[src/rtl/mb_rtu_tx.sv]
// -----------------------------------------------------------------------------
// mb_rtu_tx -- Modbus RTU frame transmitter
//
// Takes a payload byte stream (valid/ready with a last flag), hands each byte
// to a uart_tx byte interface, appends the Modbus CRC16 (low byte first) and
// then holds the line silent for GAP_CYCLES clocks before the next frame.
//
// Build option:
//   MB_TX_CRC_EN  defined   -> CRC16 (poly 0xA001 reflected, init 0xFFFF) is
//                              computed on the fly and appended to each frame.
//                 undefined -> no CRC logic; the caller places the CRC bytes
//                              in the payload and MAX_LEN counts them.
//
// Parameters:
//   GAP_CYCLES  inter-frame silence in clk cycles (must be >= 2)
//   MAX_LEN     max payload bytes per frame; longer frames are truncated,
//               flagged on len_err, and the excess is drained up to s_last
//
// Ports:
//   clk, rst_n   clock, asynchronous active-low reset
//   s_data       payload byte
//   s_valid      s_data valid
//   s_last       s_data is the last payload byte of the frame
//   s_ready      byte accepted this cycle when s_valid is also high
//   tx_byte      byte for uart_tx, stable from tx_start until tx_done
//   tx_start     1-cycle pulse: uart_tx starts sending tx_byte
//   tx_done      1-cycle pulse from uart_tx: byte fully shifted out
//   busy         frame in progress or gap running
//   frame_done   1-cycle pulse when the post-frame gap expires
//   len_err      1-cycle pulse when a frame is truncated at MAX_LEN
// -----------------------------------------------------------------------------
module mb_rtu_tx #(
    parameter int GAP_CYCLES = 200000,
    parameter int MAX_LEN    = 254
) (
    input  logic       clk,
    input  logic       rst_n,
    input  logic [7:0] s_data,
    input  logic       s_valid,
    input  logic       s_last,
    output logic       s_ready,
    output logic [7:0] tx_byte,
    output logic       tx_start,
    input  logic       tx_done,
    output logic       busy,
    output logic       frame_done,
    output logic       len_err
);

    localparam int CNT_W = $clog2(MAX_LEN + 1);
    localparam int GAP_W = $clog2(GAP_CYCLES + 1);
    localparam logic [CNT_W-1:0] CNT_MAX  = CNT_W'(MAX_LEN);
    localparam logic [GAP_W-1:0] GAP_LAST = GAP_W'(GAP_CYCLES - 1);

    // S_DROP drains the tail of a truncated frame up to s_last.
    typedef enum logic [2:0] {
        S_IDLE,
        S_WAIT_BYTE,
        S_SEND,
        S_CRC_LO,
        S_CRC_HI,
        S_DROP,
        S_GAP
    } state_t;

    state_t           state;
    logic             last_q;
    logic [CNT_W-1:0] byte_cnt;
    logic [GAP_W-1:0] gap_cnt;

    logic accept;
    logic tx_ack;

    assign accept = s_valid & s_ready;
    // A tx_done coinciding with our own tx_start belongs to nothing we sent.
    assign tx_ack = tx_done & ~tx_start;

`ifdef MB_TX_CRC_EN
    logic [15:0] crc;
    logic        drop_q;

    // One full byte of the reflected Modbus CRC per clock.
    function automatic logic [15:0] crc16_byte(input logic [15:0] crc_in,
                                               input logic [7:0]  data);
        logic [15:0] c;
        c = crc_in ^ {8'h00, data};
        for (int i = 0; i < 8; i++) begin
            c = c[0] ? ((c >> 1) ^ 16'hA001) : (c >> 1);
        end
        return c;
    endfunction
`endif

    // NOTE: sequential state uses non-blocking assignments only, so every
    // register samples the pre-edge value of every other register.
    always_ff @(posedge clk or negedge rst_n) begin
        if (!rst_n) begin
            state      <= S_IDLE;
            s_ready    <= 1'b0;
            tx_byte    <= 8'h00;
            tx_start   <= 1'b0;
            busy       <= 1'b0;
            frame_done <= 1'b0;
            len_err    <= 1'b0;
            last_q     <= 1'b0;
            byte_cnt   <= '0;
            gap_cnt    <= '0;
`ifdef MB_TX_CRC_EN
            crc        <= 16'hFFFF;
            drop_q     <= 1'b0;
`endif
        end else begin
            // NOTE: pulse outputs default low here and are raised only in the
            // cycle that needs them, which keeps them exactly one cycle wide.
            tx_start   <= 1'b0;
            frame_done <= 1'b0;
            len_err    <= 1'b0;

            case (state)
                S_IDLE: begin
                    gap_cnt <= '0;
`ifdef MB_TX_CRC_EN
                    drop_q  <= 1'b0;
`endif
                    if (accept) begin
                        tx_byte  <= s_data;
                        last_q   <= s_last;
                        byte_cnt <= CNT_W'(1);
                        tx_start <= 1'b1;
                        s_ready  <= 1'b0;
                        busy     <= 1'b1;
                        state    <= S_SEND;
`ifdef MB_TX_CRC_EN
                        crc      <= crc16_byte(16'hFFFF, s_data);
`endif
                    end else begin
                        s_ready  <= 1'b1;
                        busy     <= 1'b0;
                        byte_cnt <= '0;
`ifdef MB_TX_CRC_EN
                        crc      <= 16'hFFFF;
`endif
                    end
                end

                S_WAIT_BYTE: begin
                    if (accept) begin
                        tx_byte  <= s_data;
                        last_q   <= s_last;
                        byte_cnt <= byte_cnt + CNT_W'(1);
                        tx_start <= 1'b1;
                        s_ready  <= 1'b0;
                        state    <= S_SEND;
`ifdef MB_TX_CRC_EN
                        crc      <= crc16_byte(crc, s_data);
`endif
                    end
                end

                S_SEND: begin
                    if (tx_ack) begin
                        if (last_q || byte_cnt == CNT_MAX) begin
                            // Reaching MAX_LEN without s_last truncates the frame.
                            if (!last_q) begin
                                len_err <= 1'b1;
                            end
`ifdef MB_TX_CRC_EN
                            drop_q   <= ~last_q;
                            tx_byte  <= crc[7:0];
                            tx_start <= 1'b1;
                            state    <= S_CRC_LO;
`else
                            if (last_q) begin
                                gap_cnt <= GAP_W'(1);
                                state   <= S_GAP;
                            end else begin
                                s_ready <= 1'b1;
                                state   <= S_DROP;
                            end
`endif
                        end else begin
                            s_ready <= 1'b1;
                            state   <= S_WAIT_BYTE;
                        end
                    end
                end

`ifdef MB_TX_CRC_EN
                S_CRC_LO: begin
                    if (tx_ack) begin
                        tx_byte  <= crc[15:8];
                        tx_start <= 1'b1;
                        state    <= S_CRC_HI;
                    end
                end

                S_CRC_HI: begin
                    if (tx_ack) begin
                        if (drop_q) begin
                            s_ready <= 1'b1;
                            state   <= S_DROP;
                        end else begin
                            gap_cnt <= GAP_W'(1);
                            state   <= S_GAP;
                        end
                    end
                end
`endif

                S_DROP: begin
                    // Excess bytes are swallowed; the gap starts after s_last.
                    if (accept && s_last) begin
                        s_ready <= 1'b0;
                        gap_cnt <= GAP_W'(1);
                        state   <= S_GAP;
                    end
                end

                S_GAP: begin
                    gap_cnt <= gap_cnt + GAP_W'(1);
                    // Compare against GAP_CYCLES-1 because frame_done is
                    // registered and lands in the cycle gap_cnt reads GAP_CYCLES.
                    if (gap_cnt == GAP_LAST) begin
                        frame_done <= 1'b1;
                        busy       <= 1'b0;
                        s_ready    <= 1'b1;
                        state      <= S_IDLE;
                    end
                end

                default: begin
                    state <= S_IDLE;
                end
            endcase
        end
    end

endmodule

[config.mk]
export PLATFORM = sky130hd
export DESIGN_NAME = mb_rtu_tx
export DESIGN_NICKNAME = d
export VERILOG_FILES = /design/src/rtl/mb_rtu_tx.sv
export SDC_FILE = /design/constraint.sdc
export NUM_CORES = 1
export LEC_CHECK = 0
export BUFFER_PORTS_ARGS = -buffer_cell sky130_fd_sc_hd__buf_2
export CAP_MARGIN = 20
export CORE_MARGIN = 5
export CORE_UTILIZATION = 25
export CTS_CLUSTER_SIZE = 24
export DETAILED_ROUTE_END_ITERATION = 7
export PLACE_DENSITY_LB_ADDON = 0.3
export SKIP_CTS_REPAIR_TIMING = 1
export SYNTH_ARGS = -nofsm -noshare
export SYNTH_HDL_FRONTEND = slang
export SYNTH_SLANG_ARGS = --single-unit
export TNS_END_PERCENT = 10
[constraint.sdc]
create_clock -name clk -period 2 [get_ports clk]
set_input_delay 0.2 -clock clk [delete_from_list [all_inputs] [get_ports clk]]
set_output_delay 0.2 -clock clk [all_outputs]
set_load 0.02 [all_outputs]
==> flow_summary.yaml <==
floorplan:
  die_area_mm2: 0.0116
  io_pins: 26
  initial_core_util: 0.257
  std_cell_rows: 35
  chipHeight_um: 108
  die_w_um: 108
  core_area_mm2: 0.00924
sta:
  tightest_slew_ns: 0.603
  max_slew_margin: 0.598
  finClkSkew_ns: 0.00306
  fmaxAchievable_mhz: 558
  holdWs_ns: 0.133
  maxSlewViolCount: 0
  grt_setup_unrepaired: "false"
  finalHoldViolCount: 0
  final.min_clock_period_ns: 1.79
  fin_crit_sh: 0.896
  setup_tns_ns: 0
  report.final.setup_viol: 0
clock_tree:
  htreeDepth: 2
  cts_made_buffers: 5
  cts.sinks: 43
  path_clk_slew_ns: 0.08
  ctsRootBufferMaster: "clkbuf_8"
  cts_tree: "yes"
  clockBufferDepth: 2
  insertion_delay_ns: 0.29
routing:
  dr.pass1.iters: 4
  drtAntennaViolNets: 0
  route.detailed.drc: 0
  num_vias: 1969
  dr.first_iter.drc_count: 134
  wl_um: 5400
  routedWlPerCell_um: 12.8
  via_per_inst: 4.65
layout:
  multi_input_area_mm2: 0.00123
  layout.nets: 313
  syn_to_final_growth_pct: 19.9
  register_area_mm2: 0.00108
  final_util: 0.309
  drive_above_1_share: 0.224
  n_antenna_cell: 0
  fill_cells: 975
synth:
  synth-async-reset-ratio: 1.00
  yosys_warnings: 0
  synth-seq-cells: 43
  postSynthAreaPerCell_um2: 9.43
  syn_area_mm2: 0.00238
  synth_nets: 272
  yosys_most_used_dff: "dfrtp_1"
  seq_area_frac_synth: 0.453
  synth-edff-count: 0
  synth_cells: 252
  synth.lib_cells_used.distinct: 46
global_route:
  grt_start_max_net_pins: 26
  gr-usage-all-layers: 0.0970
  antenna_found_initial: 0
  grt_pass1_wl_um: 9170
  overflow: 0
  grt_pass1_vias: 1917
worst_setup_path:
  crit_type: "flip-flop to flip-flop"
  cp.arrival_ns: 1.97
  startpoint_type: "flip-flop"
  cp_max_fo: 5
  cp.required_ns: 2.18
  end_kind: "flip-flop"
placed_design:
  routabilityCongestion: 0.792
  io_buffers: 25
  dpl.hpwl_um: 4090
worst_hold_path:
  hold_path.class: "primary input to flip-flop"
power_and_ir_drop:
  ir_worst_vdd_mv: 0.233
  p_per_area_mw_per_mm2: 532
  leakagePower_nw: 1.28
status:
  outcome: "finished clean"
run:
  max_cap_viol_count: 0
registers in the layout, indices dropped and copies added (netlist names):
name and count:
len_err 1, frame_done 1, busy 1, byte_cnt 8, last_q 1, tx_start 1
tx_byte 8, s_ready 1, gap_cnt 18, state 3
cells in the final DEF, fill, tap and decap left out, types with 7 or more instances in the layout:
| master | instances |
|---|---|
| dfrtp_1 | 43 |
| o21ai_0 | 34 |
| buf_2 | 25 |
| nor2_1 | 21 |
| nand2_1 | 20 |
| buf_4 | 16 |
| nand3_1 | 14 |
| a21oi_1 | 11 |
| nand2b_1 | 9 |
| mux2_2 | 9 |
| inv_1 | 8 |
| nand4_1 | 7 |
| ha_1 | 7 |
| clkbuf_8 | 7 |
synth_stat cells (all sizes together), types with 7 or more instances:
cell type  count  area (um^2)
a21oi         11         55.1
and3           7         48.8
dfrtp         43         1080
ha             7         87.6
inv            8         30.0
mux2           9          101
nand2         21         81.3
nand2b         9         56.3
nand3         14         70.1
nand4          7         43.8
nor2          22         85.1
o21ai         36          180
power breakdown:
part / switching, mW / internal (mW) / total, mW
clock: 0.297 / 0.316 / 0.613
combinational: 0.0241 / 0.0129 / 0.0370
sequential: 0 / 0.868 / 0.868
total: 0.322 / 1.20 / 1.52
stage by stage:
step           setup slack, ns  total power [mW]  cell area, um^2  std cells
2_1_floorplan            0.251             0.888             2380        252
3_3_place_gp             0.206             0.923             2740        414
3_5_place_dp             0.215             0.924             2740        414
4_1_cts                  0.203              1.55             2840        422
5_1_grt                 0.0262              1.59             2850        423
6_report                 0.209              1.52             2850        423
worst max-delay path, cell delays in order (launching register included):
cell,delay [ns]
dfrtp_1,0.42
ha_1,0.22
and3_1,0.20
and3_1,0.18
a21oi_1,0.13
nand2b_1,0.20
o32a_1,0.34
per-layer routing:
layer  up-vias  wire (um)  global-route usage
met3         4        164              0.0186
li1       1000          -                   -
met1       935       2740               0.138
met5         -          0                   0
met2        30       2430               0.148
met4         0         68              0.0298
path summary, 6_finish.rpt:
check                      cells past startpoint          end  slack, ns        from
max in group asynchronous                      3  gap_cnt[10]       0.97       rst_n
min in group asynchronous                      2   gap_cnt[6]       0.45       rst_n
setup / recovery                               6     state[1]       0.21  gap_cnt[0]
hold reg to reg                                1   tx_byte[4]       0.51  tx_byte[4]
setup reg to reg                               6     state[1]       0.21  gap_cnt[0]
hold / removal                                 2   tx_byte[1]       0.13   s_data[1]
area by class of cell:
type,instances,area share
tap,129,0.0566
multi-input combinational,193,0.431
inverter,8,0.0105
sequential,43,0.377
timing repair buffer,42,0.0895
clock buffer,8,0.0351
logic make-up (layout without fill, tap and decap cells):
kind of cell / count (synthesis) / in the layout / synth area share
AO/OA/AOI/OAI: 69 / 69 / 0.180
XOR/XNOR: 5 / 5 / 0.0184
adder cells (fa/ha/maj): 7 / 7 / 0.0368
buffers and inverters: 16 / 58 / 0.0305
flip-flops: 43 / 43 / 0.453
multiplexers: 11 / 11 / 0.0511
AND/OR/NAND/NOR: 101 / 101 / 0.231
No activity file was read; power rests on OpenSTA's default activity.
